--- src/rtl/vote_ballot_collector_pkg.sv ---
// Shared types and constants for the ballot collector that feeds the 3-input
// majority voter.
package vote_ballot_collector_pkg;

  typedef enum logic [1:0] {
    ST_IDLE   = 2'd0,
    ST_OPEN   = 2'd1,
    ST_CLOSED = 2'd2
  } state_e;

  localparam int NUM_VOTERS = 3;
  localparam int V_A = 0;
  localparam int V_B = 1;
  localparam int V_C = 2;

  // A timeout of 0 still needs a 1-bit timer, since the timer is never zero-width.
  function automatic int timer_w(input int cycles);
    return (cycles < 1) ? 1 : $clog2(cycles + 1);
  endfunction

endpackage

--- src/rtl/vote_ballot_collector_timeout_timer.sv ---
// Down-counter that bounds how long a ballot stays open; saturates at zero
// and flags the final allowed cycle.
module vote_timeout_timer
  import vote_ballot_collector_pkg::*;
#(
  parameter int TIMEOUT_CYCLES = 1000
) (
  input  logic clk,
  input  logic rst_n,
  input  logic load_i,
  input  logic dec_i,
  output logic expire_o
);

  localparam int TW = timer_w(TIMEOUT_CYCLES);

  logic [TW-1:0] timer_q, timer_d;

  always_comb begin
    timer_d = timer_q;
    if (load_i) begin
      timer_d = TW'(TIMEOUT_CYCLES);
    end else if (dec_i && (timer_q != '0)) begin
      timer_d = timer_q - TW'(1);
    end
  end

  always_ff @(posedge clk) begin
    if (!rst_n) begin
      timer_q <= '0;
    end else begin
      timer_q <= timer_d;
    end
  end

  // Expiry marks the last permitted OPEN cycle, so strobes in it still count.
  assign expire_o = (TIMEOUT_CYCLES != 0) && (timer_q == TW'(1));

endmodule

--- src/rtl/vote_ballot_collector.sv ---
// Opens a ballot on start, latches one vote per voter, and closes on
// completion or timeout, presenting A/B/C with a one-cycle ballot_valid.
module vote_ballot_collector
  import vote_ballot_collector_pkg::*;
#(
  parameter int   TIMEOUT_CYCLES = 1000,
  parameter logic DEFAULT_VOTE   = 1'b0
) (
  input  logic                  clk,
  input  logic                  rst_n,
  input  logic                  start,
  input  logic [NUM_VOTERS-1:0] vote_valid,
  input  logic [NUM_VOTERS-1:0] vote_val,
  output logic                  A,
  output logic                  B,
  output logic                  C,
  output logic                  ballot_valid,
  output logic                  timed_out,
  output logic [NUM_VOTERS-1:0] voted,
  output logic                  busy,
  output logic                  dup_err
);

  state_e                  state_q, state_d;
  logic [NUM_VOTERS-1:0]   votes_q, votes_d;
  logic [NUM_VOTERS-1:0]   voted_q, voted_d;
  logic [NUM_VOTERS-1:0]   accept;
  logic                    timed_out_q, timed_out_d;
  logic                    dup_q, dup_d;
  logic                    tmr_load, tmr_dec, tmr_expire;

  vote_timeout_timer #(
    .TIMEOUT_CYCLES(TIMEOUT_CYCLES)
  ) u_timer (
    .clk     (clk),
    .rst_n   (rst_n),
    .load_i  (tmr_load),
    .dec_i   (tmr_dec),
    .expire_o(tmr_expire)
  );

  always_comb begin
    state_d     = state_q;
    votes_d     = votes_q;
    voted_d     = voted_q;
    timed_out_d = timed_out_q;
    dup_d       = 1'b0;
    accept      = '0;
    tmr_load    = 1'b0;
    tmr_dec     = 1'b0;
    case (state_q)
      ST_IDLE: begin
        if (start) begin
          state_d     = ST_OPEN;
          voted_d     = '0;
          timed_out_d = 1'b0;
          tmr_load    = 1'b1;
        end
      end
      ST_OPEN: begin
        tmr_dec = 1'b1;
        accept  = vote_valid & ~voted_q;
        dup_d   = |(vote_valid & voted_q);
        votes_d = (votes_q & ~accept) | (vote_val & accept);
        voted_d = voted_q | accept;
        // Completion is checked first so a last-cycle full ballot is not a timeout.
        if (&voted_d) begin
          state_d = ST_CLOSED;
        end else if (tmr_expire) begin
          state_d     = ST_CLOSED;
          timed_out_d = 1'b1;
          votes_d     = (votes_d & voted_d) | ({NUM_VOTERS{DEFAULT_VOTE}} & ~voted_d);
        end
      end
      ST_CLOSED: state_d = ST_IDLE;
      default:   state_d = ST_IDLE;
    endcase
  end

  always_ff @(posedge clk) begin
    if (!rst_n) begin
      state_q     <= ST_IDLE;
      votes_q     <= '0;
      voted_q     <= '0;
      timed_out_q <= 1'b0;
      dup_q       <= 1'b0;
    end else begin
      state_q     <= state_d;
      votes_q     <= votes_d;
      voted_q     <= voted_d;
      timed_out_q <= timed_out_d;
      dup_q       <= dup_d;
    end
  end

  assign A            = votes_q[V_A];
  assign B            = votes_q[V_B];
  assign C            = votes_q[V_C];
  assign voted        = voted_q;
  assign timed_out    = timed_out_q;
  assign dup_err      = dup_q;
  assign ballot_valid = (state_q == ST_CLOSED);
  assign busy         = (state_q == ST_OPEN) || (state_q == ST_CLOSED);

endmodule

--- config.mk ---
export PLATFORM = sky130hd
export DESIGN_NAME = vote_ballot_collector
export DESIGN_NICKNAME = d
export VERILOG_FILES = /design/src/rtl/vote_ballot_collector_pkg.sv /design/src/rtl/vote_ballot_collector_timeout_timer.sv /design/src/rtl/vote_ballot_collector.sv
export SDC_FILE = /design/constraint.sdc
export NUM_CORES = 1
export LEC_CHECK = 0
export ABC_AREA = 0
export BUFFER_PORTS_ARGS = -buffer_cell sky130_fd_sc_hd__buf_2
export CAP_MARGIN = 20
export CORE_ASPECT_RATIO = 1.25
export CORE_UTILIZATION = 40
export CTS_BUF_LIST = sky130_fd_sc_hd__clkbuf_16
export CTS_CLUSTER_DIAMETER = 50
export DETAILED_ROUTE_END_ITERATION = 7
export SLEW_MARGIN = 10
export SYNTH_ARGS = -nofsm -noshare
export SYNTH_HDL_FRONTEND = slang
export SYNTH_SLANG_ARGS = --single-unit
--- constraint.sdc ---
create_clock -name clk -period 2.5 [get_ports clk]
set_clock_uncertainty 0.1 [all_clocks]
set_input_delay 0.625 -clock clk [delete_from_list [all_inputs] [get_ports clk]]
set_output_delay 0.625 -clock clk [all_outputs]
set_load 0.005 [all_outputs]
Word level (Yosys, flattened, before mapping). Cells that the tools add are included.

Mux-type cells: 17. Add/sub/neg operators: 1. Reductions and logical operators: 13. Bitwise logic cells: 10. Equality and inequality tests: 7.

Operators by type and width (count): 10-bit 2-to-1 mux (2); 3-bit bitwise AND (5); 10-bit by 1-bit equality test with 1-bit output (second input constant) (1); 10-bit nonzero test (1); 10-bit by 1-bit subtractor with 10-bit output (second input constant) (1); 3-bit 2-to-1 mux (3); 1-bit 2-to-1 mux (6); 2-bit 2-to-1 mux (3); 2-bit inequality test (second input constant) (3); 3-bit inverter (2); 3-bit bitwise OR (2); 3-bit case mux with 2 select lines (1); 2-bit AND reduction (3); 2-bit case mux with 2 select lines (1); 4-bit AND reduction (1); 2-bit nonzero test (2); 3-bit inequality test (second input constant) (1); 3-bit AND reduction (1); 3-bit OR reduction (1); 2-bit by 1-bit equality test with 1-bit output (second input constant) (1); 2-bit equality test (second input constant) (1); 2-bit logical NOT (1); 1-bit case mux with 2 select lines (1); 2-bit OR reduction (1); other kinds (3) (3).

Register bits: 20. Logic and storage cells: 55. Input bits: 9.

Logic depth before layout (Yosys ltp).
Depth after elaboration: 8. Mapped depth: 7.

By module. From an unflattened synthesis, not the netlist that was laid out.

Cell total of the unflattened synthesis: 139. Area total of the unflattened synthesis: 1201.2 um2.

By module, submodules not included: vote_timeout_timer (cells each 76, area an instance 634.4 um2, seq. area each 200.2 um2, instances 1); vote_ballot_collector (cells each 63, area an instance 566.8 um2, seq. area each 200.2 um2, instances 1).

Least setup slack after synthesis. No wires, ideal clock.

Path type: reg-to-reg. Start point: reg state_q[1]. End point: reg u_timer.timer_q[5]. Arrival time: 1.830 ns. Buffers on the path: 0. Period minus slack after synthesis: 2.006 ns. Stages on the path, launching flop included: 7. Path slack: 0.494 ns. Library setup time: 0.076 ns. Cell sequence: dfxtp_1 > inv_1 > ha_1 > or4b_4 > or2_1 > or4_1 > a31oi_1.

Cells in the longest elaborated chain, start to end: 4.

RTL lines: from (decl) (RTL line vote_ballot_collector.sv:24) `state_e state_q, state_d;`; from (signal assigned) (RTL line vote_ballot_collector.sv:88) `state_q <= state_d;`; 2-bit by 1-bit equality test with 1-bit output (RTL line vote_ballot_collector.sv:51) `case (state_q)`; 1-bit 2-to-1 mux (RTL line vote_ballot_collector.sv:51); 1-bit logical AND (RTL line vote_ballot_collector_timeout_timer.sv:23) `end else if (dec_i && (timer_q != '0)) begin`; 2-bit nonzero test (no line); to (signal assigned) (RTL line vote_ballot_collector_timeout_timer.sv:32) `timer_q <= timer_d;`; to (decl) (RTL line vote_ballot_collector_timeout_timer.sv:17) `logic [TW-1:0] timer_q, timer_d;`.

Parallel ways exist; a longest one is shown, timed or not. A chain may end at the register's enable or synchronous reset.

Final worst setup path. Same ends and word-level chain as after synthesis.

==> impl_metrics.toml <==
[run_status]
run_status = "complete, no violations"

[power_and_ir_drop]
intPower_uw = 649
combPwrFrac_pct = 22.4
switching_share_pct = 27.4
worst_vdd_ir_mv = 0.361
power_frac_seq_pct = 41.9
powerDensity_mw_per_mm2 = 706
leakage_power_summed_over_all_cells_uw = 0.000521
p_sw_uw = 245
clock_power_share_pct = 35.7

[final_layout]
ff_latch_area_um2 = 400
layout-drive-gt1-share_pct = 20.6
number_of_standard_cells_in_the_layout_taps_in_and_fillers_out = 174
post-route-cell-area_mm2 = 0.00127
multi_input_area_um2 = 611
fill_cells = 230
insertedDiodeCount = 0
final_net_count = 157
post_synthesis_to_final_layout_area_growth_pct = 18.8

[critical_path]
critical_path_class = "reg2reg"
endpoint_kind = "register"
required_time_reported_for_the_critical_path_endpoint_ns = 2.57
worstPathCellList = "inv_1 -> ha_1 -> or4b_4 -> or2_1 -> or4_1 -> a31oi_1"
timing.critical_path.arrival_ns = 2.17
critPathTopFamily = "simple AND/OR/NAND/NOR gates"
worst_path_largest_cell_delay_ns = 0.48
critical_path_buf_inv_count = 1
worst-r2r-setup-slack_ns = 0.40
critical-path-slowest-cell = "or4b_4"
crit_path_start_kind = "register"
cp_max_fo = 4

[drt]
postRouteAntennaNets = 0
num_vias = 968
drt-initial-drc-count = 13
drt-vias-per-instance = 5.56
drc_errors = 0
detail_route.first_pass.iterations = 4
avgRoutedWirePerCell_um = 13.5
drt-total-wl_um = 2360

[yosys]
avgSynthCellArea_um2 = 8.88
synth-edff-count = 0
netlist_instances = 120
yosys_warnings = 0
postSynthRegisterBits = 20
post-synth-top-area-fraction_pct = 37.6
synth_top_cells_by_area = "dfxtp_1, a21oi_1, ha_1"
synth_most_common_cell = "dfxtp_1"
async_s_r_ff_share_synth_pct = 0
yosys-top-cells-count = "dfxtp_1, a21oi_1, nor2_1, nor3_1"
syn_nets = 134
yosys.cell_types.count = 38
netlist_area_pre_place_mm2 = 0.00107
synth_sequential_area_ratio_pct = 37.6
synth_area_leader_cell = "dfxtp_1"
synth_flop_type = "dfxtp_1"

[clock_tree]
clk_root_buffer_cell = "clkbuf_16"
tritoncts = "built"
ctsResizeCount = 0
cts.sink_count = 20
cts_max_path_buffers = 2
htree_num_levels = 1
cts_hold_buf = 0
cts.repair_timing.setup_buffer_count = 0
tritoncts.num_buffers = 3
clkSlewWorstSetupHoldPaths_ns = 0.05
insertion_delay_ns = 0.25

[placed_design]
gp_congestion = 0.840
place_inst = 171
placement.io_buffers = 18
dpl_wire_length_um = 1750
place_area_mm2 = 0.00119
place_worst_setup_slack_ns = 0.404

[timing]
highest_attainable_clock_frequency_mhz = 476
final-max-slew-violation-count = 0
tcrit_tclk_final_pct = 84.0
rsz_0062_raised_after_global_routing = "false"
slew_headroom_pct = 69.6
tns_ns = 0
worst-slew-pin-transition_ns = 0.450
setup_viol = 0
total_count_of_hold_check_failures_in_the_final_report = 0
final.min_clock_period_ns = 2.10
fin_hold_ws_ns = 0.384
final.setup.worst_slack_ns = 0.399

[global_route]
maximum_number_of_pins_on_one_net_before_global_route_repair = 12
grt_first_pass_wirelength_um = 3970
grt_antenna_before_repair = 0
grt_usage_pct = 19.3
number_of_global_route_vias_before_repair = 945
grt_overflow_total = 0

[die]
std_cell_rows = 20
die_h_um = 59.7
chipWidth_um = 48.2
boundaryPins = 19
floorplan.core_area_mm2 = 0.00248
dieArea_mm2 = 0.00288
start_util_pct = 43.0

[worst_hold_path]
hp-class = "reg2reg"

[job]
drv.max_cap_violation_count = 0
## power groups by stage
| stage | Sequential (uW) | Combinational [uW] | Clock [uW] |
|---|---|---|---|
| 3_3_place_gp | 379 | 195 | 0 |
| 2_1_floorplan | 374 | 146 | 0 |
| 3_5_place_dp | 380 | 198 | 0 |
| 4_1_cts | 374 | 200 | 326 |
| 6_report | 375 | 200 | 319 |
| 5_1_grt | 379 | 225 | 343 |
## worst min-delay path: stages (launching register included)
cell	delay (ns)
dfxtp_1	0.31
o21ai_0	0.07
a21oi_1	0.06
## state kept, by name (all words and copies together) (netlist names)
signal / count
u_timer.timer_q: 10
voted: 3
votes_q: 3
state_q: 2
dup_err: 1
timed_out: 1
## final cells by class
type                            instances  area share (%)
Sequential cell                        20            31.6
Clock buffer                            3            5.93
Multi-Input combinational cell         90            48.2
Inverter                                7            2.08
Timing Repair Buffer                   21            8.89
Tap cell                               33            3.26
## final timing paths
| check | startpoint | to | cells past startpoint |
|---|---|---|---|
| setup reg to reg | state_q[1]$_SDFFE_PN0P_ | u_timer.timer_q[5]$_SDFFE_PN0P_ | 6 |
| hold reg to reg | timed_out$_SDFFE_PN0P_ | timed_out$_SDFFE_PN0P_ | 2 |
| setup / recovery | state_q[1]$_SDFFE_PN0P_ | u_timer.timer_q[5]$_SDFFE_PN0P_ | 6 |
| hold / removal | timed_out$_SDFFE_PN0P_ | timed_out$_SDFFE_PN0P_ | 2 |
## cell families after synthesis
| logic type | after synthesis | synth area share, % |
|---|---|---|
| AOI/OAI and AO/OA | 33 | 20.3 |
| xor gates and xnor gates | 2 | 1.64 |
| adders and majority gates | 5 | 5.87 |
| buffers and inverters | 10 | 5.16 |
| DFF | 20 | 37.6 |
| muxes | 6 | 5.63 |
| and+or+nand+nor | 44 | 23.8 |
## cells in the final DEF, fill, tap and decap left out, drive strengths merged
cell    instances
buf            21
dfxtp          20
a21oi          15
nor2            9
nor3            8
inv             6
mux2i           6
nand2           6
nor2b           5
ha              5
o31ai           4
nand3           3
clkbuf          3
o21ai           2
o221a           2
a21boi          2
xnor2           2
or4             2
a31oi           2
or4b            2
nand4           1
o22a            1
clkinv          1
a222oi          1
and4bb          1
nor4            1
a41oi           1
a211oi          1
nand3b          1
nor3b           1
nor4bb          1
or2             1
and4            1
o21a            1
and3            1
a311oi          1
## routing by layer
| layer | up-vias | wire length [um] | track usage, % | share of wire, % |
|---|---|---|---|---|
| met3 | 9 | 69 | 3.02 | 2.9 |
| met1 | 442 | 1060 | 23.1 | 45 |
| li1 | 495 | - | - | - |
| met5 | - | 0 | 0 | 0 |
| met4 | 0 | 71 | 9.52 | 3.0 |
| met2 | 22 | 1160 | 32.2 | 49 |
## through the flow
step,total power (uW),utilization (%)
floorplan,520,-
global placement,574,48.1
detailed placement,578,48.1
CTS,899,51.1
global route,946,51.1
finish,893,51.1
No activity file was read; power rests on OpenSTA's default activity.
